## config.mk

```make
export PLATFORM = sky130hd
export DESIGN_NAME = sram_like_arbiter
export DESIGN_NICKNAME = d
export VERILOG_FILES = /design/src/rtl/sram_like_arbiter.sv
export SDC_FILE = /design/constraint.sdc
export NUM_CORES = 1
export LEC_CHECK = 0
export BUFFER_PORTS_ARGS = -buffer_cell sky130_fd_sc_hd__buf_2
export CAP_MARGIN = 0
export CELL_PAD_IN_SITES_DETAIL_PLACEMENT = 1
export CELL_PAD_IN_SITES_GLOBAL_PLACEMENT = 1
export CORE_AREA = 2 2 121 123
export CTS_CLUSTER_DIAMETER = 40
export DETAILED_ROUTE_END_ITERATION = 7
export DIE_AREA = 0 0 123 125
export PLACE_DENSITY_LB_ADDON = 0.1
export SYNTH_ARGS = -nofsm -noshare
export SYNTH_HDL_FRONTEND = slang
export SYNTH_SLANG_ARGS = --single-unit
```

## constraint.sdc

```tcl
create_clock -name clk -period 1.6 [get_ports clk]
set_clock_uncertainty 0.15 [all_clocks]
set_input_delay 0.08 -clock clk [delete_from_list [all_inputs] [get_ports clk]]
set_output_delay 0.08 -clock clk [all_outputs]
set_load 0.02 [all_outputs]
```

## src/rtl/sram_like_arbiter.sv

```systemverilog
// sram_like_arbiter: shares one downstream sram-like port between the
// instruction-side and data-side sram-like masters. One transaction is
// outstanding at a time; the grant is held from address phase to data_ok.
// Optional feature macro: ARB_ROUND_ROBIN_EN
//   defined   -> simultaneous requests alternate against the last grant
//   undefined -> fixed priority, data master over inst master
module sram_like_arbiter (
  input  logic        clk,
  input  logic        rst,
  // instruction-side master
  input  logic        inst_req,
  input  logic        inst_wr,
  input  logic [1:0]  inst_size,
  input  logic [31:0] inst_addr,
  input  logic [31:0] inst_wdata,
  output logic        inst_addr_ok,
  output logic        inst_data_ok,
  output logic [31:0] inst_rdata,
  // data-side master
  input  logic        data_req,
  input  logic        data_wr,
  input  logic [1:0]  data_size,
  input  logic [31:0] data_addr,
  input  logic [31:0] data_wdata,
  output logic        data_addr_ok,
  output logic        data_data_ok,
  output logic [31:0] data_rdata,
  // downstream port
  output logic        mem_req,
  output logic        mem_wr,
  output logic [1:0]  mem_size,
  output logic [31:0] mem_addr,
  output logic [31:0] mem_wdata,
  input  logic        mem_addr_ok,
  input  logic        mem_data_ok,
  input  logic [31:0] mem_rdata,
  // current/last grant: 0 = inst, 1 = data
  output logic        owner
);

  typedef enum logic [1:0] {
    S_IDLE = 2'd0,
    S_ADDR = 2'd1,
    S_DATA = 2'd2
  } state_t;

  state_t state_q, state_d;
  logic   owner_q, owner_d;
  logic   grant_data;

`ifdef ARB_ROUND_ROBIN_EN
  // Winner selection: contention goes to the master not granted last time
  always_comb begin
    if (inst_req && data_req) begin
      grant_data = ~owner_q;
    end else begin
      grant_data = data_req;
    end
  end
`else
  // Winner selection: data master always wins when it is requesting
  always_comb begin
    grant_data = data_req;
  end
`endif

  // State and owner registers with synchronous reset
  always_ff @(posedge clk) begin
    if (rst) begin
      state_q <= S_IDLE;
      owner_q <= 1'b0;
    end else begin
      state_q <= state_d;
      owner_q <= owner_d;
    end
  end

  // Next-state logic: grant in IDLE, hold through address and data phases
  always_comb begin
    state_d = state_q;
    owner_d = owner_q;
    case (state_q)
      S_IDLE: begin
        if (inst_req || data_req) begin
          owner_d = grant_data;
          state_d = S_ADDR;
        end
      end
      S_ADDR: begin
        if (mem_addr_ok && mem_data_ok) begin
          state_d = S_IDLE;
        end else if (mem_addr_ok) begin
          state_d = S_DATA;
        end
      end
      S_DATA: begin
        if (mem_data_ok) begin
          state_d = S_IDLE;
        end
      end
      default: begin
        state_d = S_IDLE;
      end
    endcase
  end

  // Output routing: request fields from the owner, handshakes back to it only
  always_comb begin
    mem_req      = 1'b0;
    inst_addr_ok = 1'b0;
    inst_data_ok = 1'b0;
    data_addr_ok = 1'b0;
    data_data_ok = 1'b0;
    mem_wr       = owner_q ? data_wr    : inst_wr;
    mem_size     = owner_q ? data_size  : inst_size;
    mem_addr     = owner_q ? data_addr  : inst_addr;
    mem_wdata    = owner_q ? data_wdata : inst_wdata;
    case (state_q)
      S_ADDR: begin
        mem_req = 1'b1;
        // data_ok in the address phase only counts alongside addr_ok
        if (owner_q) begin
          data_addr_ok = mem_addr_ok;
          data_data_ok = mem_addr_ok & mem_data_ok;
        end else begin
          inst_addr_ok = mem_addr_ok;
          inst_data_ok = mem_addr_ok & mem_data_ok;
        end
      end
      S_DATA: begin
        if (owner_q) begin
          data_data_ok = mem_data_ok;
        end else begin
          inst_data_ok = mem_data_ok;
        end
      end
      default: begin
      end
    endcase
  end

  // Read data is broadcast; masters qualify it with their data_ok
  always_comb begin
    inst_rdata = mem_rdata;
    data_rdata = mem_rdata;
    owner      = owner_q;
  end

endmodule

```

Yosys cells after proc, flatten, opt, wreduce, memory -nomap -nowiden
Index checks and enable logic that the tools add are counted.
{"block": "op_classes", "eq_ne": 5, "muxes": 20, "bitwise": 1, "reduce_logical": 5}
{"op": "$mux W32", "count": 2}
{"op": "$mux W1", "count": 10}
{"op": "$mux W2", "count": 5}
{"op": "$pmux W2 S3", "count": 1}
{"op": "$ne A2 B2 Y1 const B", "count": 2}
{"op": "$pmux W1 S2", "count": 2}
{"op": "$ne A3 B3 Y1 const B", "count": 1}
{"op": "$reduce_and A3 Y1", "count": 1}
{"op": "$eq A2 B1 Y1 const B", "count": 1}
{"op": "$eq A2 B2 Y1 const B", "count": 1}
{"op": "$logic_not A2 Y1", "count": 1}
{"op": "$reduce_and A2 Y1", "count": 1}
{"op": "$and A1 B1 Y1", "count": 1}
{"op": "$logic_and A1 B1 Y1", "count": 1}
{"op": "$logic_or A1 B1 Y1", "count": 1}
{"block": "word_totals", "register_bits": 3, "input_bits": 172, "wordCells": 33}

Depth between registers and ports, before layout
Gate-level depths: netlist of the first run.
{"block": "logic_depth", "ltp_word": 3, "depth_mapped": 5, "ltp_nobuf": 5}

Worst setup path after synthesis of the first run
Ideal clock, no wire load.
{"block": "synth_path", "path_type": "reg-to-output", "from": "register state_q[1]", "to": "output inst_data_ok", "arrival_ns": 1.334, "path_slack_ns": 0.036, "stages_incl_launch_ff": 5, "path_buffers": 0, "path_cell_list": "dfxtp_1 -> inv_1 -> ha_1 -> a21oi_1 -> nor3_1"}
{"block": "synth_between", "elab_chain_cells": 2}
{"item": "from (decl)", "line": "47", "source": "state_t state_q, state_d;"}
{"item": "from (signal assigned)", "line": "73", "source": "state_q <= state_d;"}
{"item": "$eq A2 B2 Y1 / $eq A2 B1 Y1 (equally long branches)", "line": "118", "source": "case (state_q)"}
{"item": "$pmux W1 S2 (*)", "line": "118"}
{"item": "to (decl)", "line": "17", "source": "output logic inst_data_ok,"}
Mark *: on every way between the ends. The rest lies on a longest branch, timed or not.

Final worst setup path of the first run
{"block": "layout_path", "from": "register owner_q (netlist: owner)", "to": "output mem_wr"}
{"block": "layout_between", "elab_chain_cells": 1}
{"item": "from (decl)", "line": "48", "source": "logic owner_q, owner_d;"}
{"item": "from (signal assigned)", "line": "74", "source": "owner_q <= owner_d;"}
{"item": "$mux W1", "line": "114", "source": "mem_wr = owner_q ? data_wr : inst_wr;"}
{"item": "to (decl)", "line": "30", "source": "output logic mem_wr,"}
Every way passes these cells.

==> results of run 1 <==
## where the power goes
group | switching [mW] | internal (mW) | leakage [nW]
clock network | 0.0658 | 0.329 | 0.0382
registers | 0.0147 | 0.0899 | 0.0261
logic | 0.702 | 0.742 | 1.44
## critical path, cell delays in order, from the launching register on
cell	delay [ps]
dfxtp_4	370
buf_12	140
buf_12	130
mux2_1	330
buf_4	170
## per-stage QoR
step                hold slack (ps)  instances
floorplan                      2.14        169
global placement               10.2        498
detailed placement             10.2        498
CTS                            10.2        504
global route                   10.0        515
finish                         10.0        515
## registers in the layout (all words and copies together), names as in the netlist
name and count:
state_q 2, owner 1
## layout by cell type (no fill, tap or decap)
cell type      count
mux2_1            49
buf_8              1
nor3_4             1
buf_6             13
dlygate4sd3_1      2
dfxtp_4            1
ha_4               1
a31oi_1            1
buf_4             14
inv_2              2
nand2b_1           2
a211oi_1           1
nor2_1             3
ha_1               2
a311oi_1           1
o2111a_1           1
buf_12             6
a22oi_1            1
ha_2               1
dfxtp_2            2
and3_1             1
clkinv_1           1
clkbuf_16          8
buf_2            189
or2_1              1
clkbuf_1           1
mux2_2             1
o211a_1            1
mux2_4            18
nand2_1            3
inv_1              1
a21oi_4            1
## cell type report
type,instances,area [um2]
Inverter,4,15.0
Timing Repair Buffer,230,1480
Sequential cell,3,66.3
Multi-Input combinational cell,90,1030
Clock buffer,4,78.8
Tap cell,184,230
Fill cell,1734,11300
## layer usage
metal / routed length (um) / GRT usage / share of wire
met2: 4120 / 0.156 / 0.50
met3: 1040 / 0.0411 / 0.12
met5: 13 / 0 / 0.0016
met4: 64 / 0.0160 / 0.0077
met1: 3070 / 0.0901 / 0.37
## logic make-up (layout without fill, tap and decap cells)
logic type               count (synthesis)  in the layout  synth area share
AO/OA/AOI/OAI                            7              7            0.0369
adder cells (fa/ha/maj)                  4              4            0.0328
buffers and inverters                   76            238             0.351
flip-flops                               3              3            0.0394
multiplexers                            68             68             0.505
AND/OR/NAND/NOR                         11             11            0.0345
## what timing repair did
action / 4_1_cts / 5_1_grt
hold buffers: 2 / 0
buffers inserted: 0 / 5
setup endpoints to repair: 24 / 41
pin swaps: 1 / 3
hold endpoints to repair: 2 / 0
cloned: 0 / 7
resized for setup: 6 / 63
## worst max path at each step
stage                    start            to  depth (start not counted)
global placement    state_q[0]    state_q[1]                          5
finish                   owner        mem_wr                          4
floorplan           state_q[1]  inst_data_ok                          4
detailed placement  state_q[0]    state_q[1]                          5
global route             owner        mem_wr                          4
CTS                      owner  mem_addr[29]                          3
==> impl_results.md, run 1 <==
* Antenna violations before repair at 1
* Setup CP Type: flop to output port
* Post-route cell area at 0.00290 mm2
* Worst R2R Setup Slack at 110 ps
* Leak at 1.50 nW
* CTS tree: done
* Final ANT Viol Nets at 0
* Ant diodes at 0
* Max Root-Sink Buffers at 2
* #FFs+latches synth at 3
* Clk sinks at 3
* Count of final hold-check violations at 0
* Prevailing post-synth register cell: dfxtp_1
* GRT Util Overall at 0.0862
* RSZ-0062 raised after global routing: yes
* Hold Path Sink: data_rdata[3]
* Hold path start: mem_rdata[3]
* Synthesis-to-finish area growth at 90.1%
* Startpoint types: flop
* Syn avg cell area at 9.02 um2
* Initial DRC Count at 18
* First-pass GRT wire length at 10100 um
* Place WS at 54.6 ps
* Outcome: finished with violations
* Hold WC Path Type: primary input to output port
* Relative slew margins at 0.875
* Util after Layout at 0.204
* CP Max Fanout at 8
* Core area at 0.0142 mm2
* Async set or reset register ratio after synthesis at 0
* Die width at 123 um
* Reg2reg start: state_q[0]
* Sequential fraction of the synthesis area at 0.0394
* Final setup margin at -3.39 ps
* Power Density at 670 mW/mm2
* Synth Instances at 169
* Initial Utilization at 0.107
* Arrival @ worst endpoint at 1370 ps
* Post-synth EDFFs at 0
* Total number of vias at 1836
* Worst R2R End: state_q[1]
* Synth Net Count at 345
* Ratio of cells with drive above 1 in the final layout at 0.782
* Setup violators final at 2
* Synth Cell Area at 0.00152 mm2
* Most frequent cell after synthesis: mux2_1
* Max Clk Rate at 624 MHz
* Total power at 1.94 mW
* Htree depth at 1
* # DRC at 0
* Placed Instance Area at 0.00237 mm2
* Worst path required time at 1370 ps
* GP Congestion at 0.785
* Commonest cells post-synth: mux2_1, buf_4, buf_2
* Pre-antenna DRT Iters at 3
* Cell accounting for the most synthesized area: mux2_1
* Fin crit share at 1.00
* R2R depth at 5
* Post-synthesis cell type count at 21
* Yosys warns at 0
* DRT Wirelength at 8300 um
* Clock transition at path regs at 30 ps
* Clock root buffer: clkbuf_16
* I/O Pins at 309
* CP endpoint kind: output port
* Die Ht at 125 um
* Via count of the first global-routing pass at 1760
* Hold depth at 0
* Failing checks: negative setup slack
* Worst Tran Pin Value at 187 ps
* Routed length per instance at 16.1 um
* Total global routing overflow at 0
* Layout Nets at 508
* Maximum VDD drop at 0.000206 V
* Row count at 44
* Port bufs at 212
* Largest net degree at the start of global routing at 32
* DP HPWL at 6590 um
* Setup TNS at -4.93 ps
* Largest cells by area after synthesis: mux2_1, buf_4, dfxtp_1
* Slew Limit Fails at 0
* Die ar. at 0.0154 mm2
* Synth top area share at 0.495
* Skew-Pair Late Insertion Delay at 220 ps
* Max-cap violations at 0
* Mean number of vias per cell at 3.57
* Fin crit period at 1600 ps
* Inserted Clock Buffers at 3
Power figures use the tool's default switching activity.
==> inputs of run 2 (changes only) <==
Settings changed: ABC_AREA set to 1, CORE_AREA 2 2 121 123 to 2 2 122 124, DIE_AREA 0 0 123 125 to 0 0 124 126.
==> run 2 against run 1 <==
  * The flow now finishes without violations
  * Maximum frequency grew 2.8%
  * Flip-flop and latch count is the same
  * Setup slack gained 43 ps
  * Via count grew 28%
  * Sequential power grew 7%
  * Routed wire length shrank 12%
  * Largest power group unchanged
==> impl_results.md, run 2 <==
* Outcome: completed
* Hold WC Path Type: primary input to output port
* Worst R2R Setup Slack at 280 ps (+170 ps)
* Ant diodes at 0 (unchanged)
* Max-cap violations at 0 (unchanged)
* Logic pwr share at 0.742 (about the same)
* CP endpoint kind: output port
* # DRC at 0 (unchanged)
* Maximum VDD drop at 0.000249 V (+21%)
* Placed Cells at 640 (+29%)
* Most frequent cell after synthesis: nand2_1
* Ratio of cells with drive above 1 in the final layout at 0.500 (-0.282)
* Hold_ws at 10.0 ps (-0.000300 ps)
* Hold Path Sink: inst_rdata[0]
* Hold depth at 0 (unchanged)
* CTS tree: done
* Post-route insts no fill at 646 (+25%)
* Synthesis-to-finish area growth at 55.7%
* Sequential fraction of the synthesis area at 0.0373 (-0.00208)
* Fin crit period at 1560 ps (-43.1 ps)
* Row count at 44 (unchanged)
* Placed Instance Area at 0.00238 mm2 (+0.42%)
* Syn avg cell area at 5.04 um2 (-44%)
* Clk sinks at 3 (unchanged)
* Inserted Clock Buffers at 3 (unchanged)
* Worst path required time at 1370 ps (about the same)
* Port bufs at 212 (unchanged)
* Arrival @ worst endpoint at 1330 ps (-40 ps)
* Core area at 0.0143 mm2 (+0.78%)
* GP Congestion at 0.723 (-8.0%)
* Most common cell after layout, fill and taps aside: buf_2
* Setup TNS at 0 ps (+4.93 ps)
* Pre-antenna DRT Iters at 4 (+1)
* Die ar. at 0.0156 mm2 (+1.6%)
* Largest cells by area after synthesis: nand2_1, buf_4, dfxtp_1
* Met3 Usage GRT at 0.0240 (-0.0171)
* Post-synth EDFFs at 0 (unchanged)
* Power Density at 783 mW/mm2 (+17%)
* Leak at 1.64 nW (+9.5%)
* Yosys warns at 0 (unchanged)
* Mean number of vias per cell at 3.62 (+1.6%)
* Skew-Pair Late Insertion Delay at 220 ps (about the same)
* First-pass GRT wire length at 11000 um (+8.2%)
* Worst Tran Pin Value at 247 ps (+60.8 ps)
* Async set or reset register ratio after synthesis at 0 (unchanged)
* Hold path start: mem_rdata[0]
* Final ANT Viol Nets at 0 (unchanged)
* Top reg by flops: state_q
* Total number of vias at 2341 (+28%)
* Switching Fraction at 0.511 (+0.108)
* Total power at 1.96 mW (+0.93%)
* Fin crit share at 0.975 (-0.0269)
* Layout Nets at 639 (+26%)
* Reg2reg start: state_q[0]
* Synth Net Count at 495 (+43%)
* Routed length per instance at 11.3 um (-30%)
* Clock transition at path regs at 30 ps (about the same)
* Clock power frac at 0.201 (-0.002)
* Synth top area share at 0.485 (-0.00985)
* Via count of the first global-routing pass at 2347 (+33%)
* R2R depth at 6 (+1)
* Clock root buffer: clkbuf_16
* M1 GR Usage at 0.0883 (-0.00186)
* Initial Utilization at 0.112 (+0.00512)
* Cell accounting for the most synthesized area: nand2_1
* Initial DRC Count at 43 (+25)
* Largest register FFs at 2 (unchanged)
* Relative slew margins at 0.835 (-0.0397)
* Count of final hold-check violations at 0 (unchanged)
* Worst R2R End: state_q[1]
* Largest net degree at the start of global routing at 48 (+50%)
* Post-route cell area at 0.00250 mm2 (-14%)
* Antenna violations before repair at 0 (-1)
* NetSw at 1.00 mW (+28%)
* Total global routing overflow at 0 (unchanged)
* Synth Instances at 319 (+89%)
* Commonest cells post-synth: nand2_1, buf_4, buf_2
* Synth Cell Area at 0.00161 mm2 (+5.6%)
* Htree depth at 1 (unchanged)
* Most frequent cells in the layout: buf_2, nand2_1, inv_1, nor2_1, clkbuf_16
* DRT Wirelength at 7270 um (-12%)
* DP HPWL at 6090 um (-7.7%)
* #FFs+latches synth at 3 (unchanged)
* Startpoint types: flop
* I/O Pins at 309 (unchanged)
* Die Ht at 126 um (+0.80%)
* Max Clk Rate at 641 MHz (+2.8%)
* Met2 usage at 0.170 (+0.0137)
* CP Max Fanout at 3 (-5)
* GRT Util Overall at 0.0870 (+0.000837)
* Slew Limit Fails at 0 (unchanged)
* Int Pwr at 0.959 mW (-17%)
* Max Root-Sink Buffers at 2 (unchanged)
* Die width at 124 um (+0.81%)
* GRT busiest layer: met2
* Setup CP Type: flop to output port
* Share of power burned in registers at 0.057 (+0.003)
* Prevailing post-synth register cell: dfxtp_1
* Setup violators final at 0 (-2)
* Post-synthesis cell type count at 19 (-9.5%)
run 2: how the worst max path moves through the flow:
stage,from,endpoint,cells after the start
after floorplan,state_q[1],data_addr_ok,4
after global placement,state_q[1],inst_data_ok,5
after detailed placement,state_q[0],inst_data_ok,5
after CTS,state_q[0],inst_data_ok,5
after global routing,state_q[1],inst_data_ok,5
final,state_q[1],inst_data_ok,5
run 2: layout make-up:
type / instances / area [um2]
fill: 1903 / 11800
tap: 184 / 230
sequential: 3 / 62.6
timing repair buffer: 218 / 1140
inverter: 7 / 26.3
multi-input combinational: 230 / 965
clock buffer: 4 / 78.8
run 2: power groups by stage:
stage | clock (mW) | combinational, mW | sequential (mW)
floorplan | 0 | 1.13 | 0.107
global placement | 0 | 1.47 | 0.108
detailed placement | 0 | 1.47 | 0.111
CTS | 0.399 | 1.48 | 0.110
global route | 0.408 | 1.64 | 0.114
finish | 0.394 | 1.46 | 0.112
run 2: through the flow:
step / setup slack [ps] / utilization
after detailed placement: 240 / 0.167
after CTS: 10.9 / 0.174
after global routing: -10.4 / 0.175
after floorplan: 248 / -
after global placement: 278 / 0.167
final: 39.7 / 0.175
run 2: repair_timing:
item | 4_1_cts | 5_1_grt
setup buffers | 0 | 0
endpoints found under the setup margin | 1 | 5
hold buffers | 2 | 0
endpoints found under the hold margin | 2 | 0
gates resized for setup | 1 | 4
run 2: metal layers:
layer / wire (um) / part of all wire
met1: 2500 / 0.34
met2: 3800 / 0.52
met3: 811 / 0.11
met4: 159 / 0.022
met5: 0 / 0
run 2: logic make-up after synthesis:
kind of cell             Yosys count  synth area share
AO/OA/AOI/OAI                      4            0.0187
flip-flops                         3            0.0373
buffers and inverters             86             0.372
AND/OR/NAND/NOR                  222             0.540
adder cells (fa/ha/maj)            4            0.0311
run 2: critical path, cell delays in order (launching register included):
cell     delay [ps]
dfxtp_1         360
inv_1           110
ha_4            290
nand3_1          70
nor2_1          130
buf_4           150
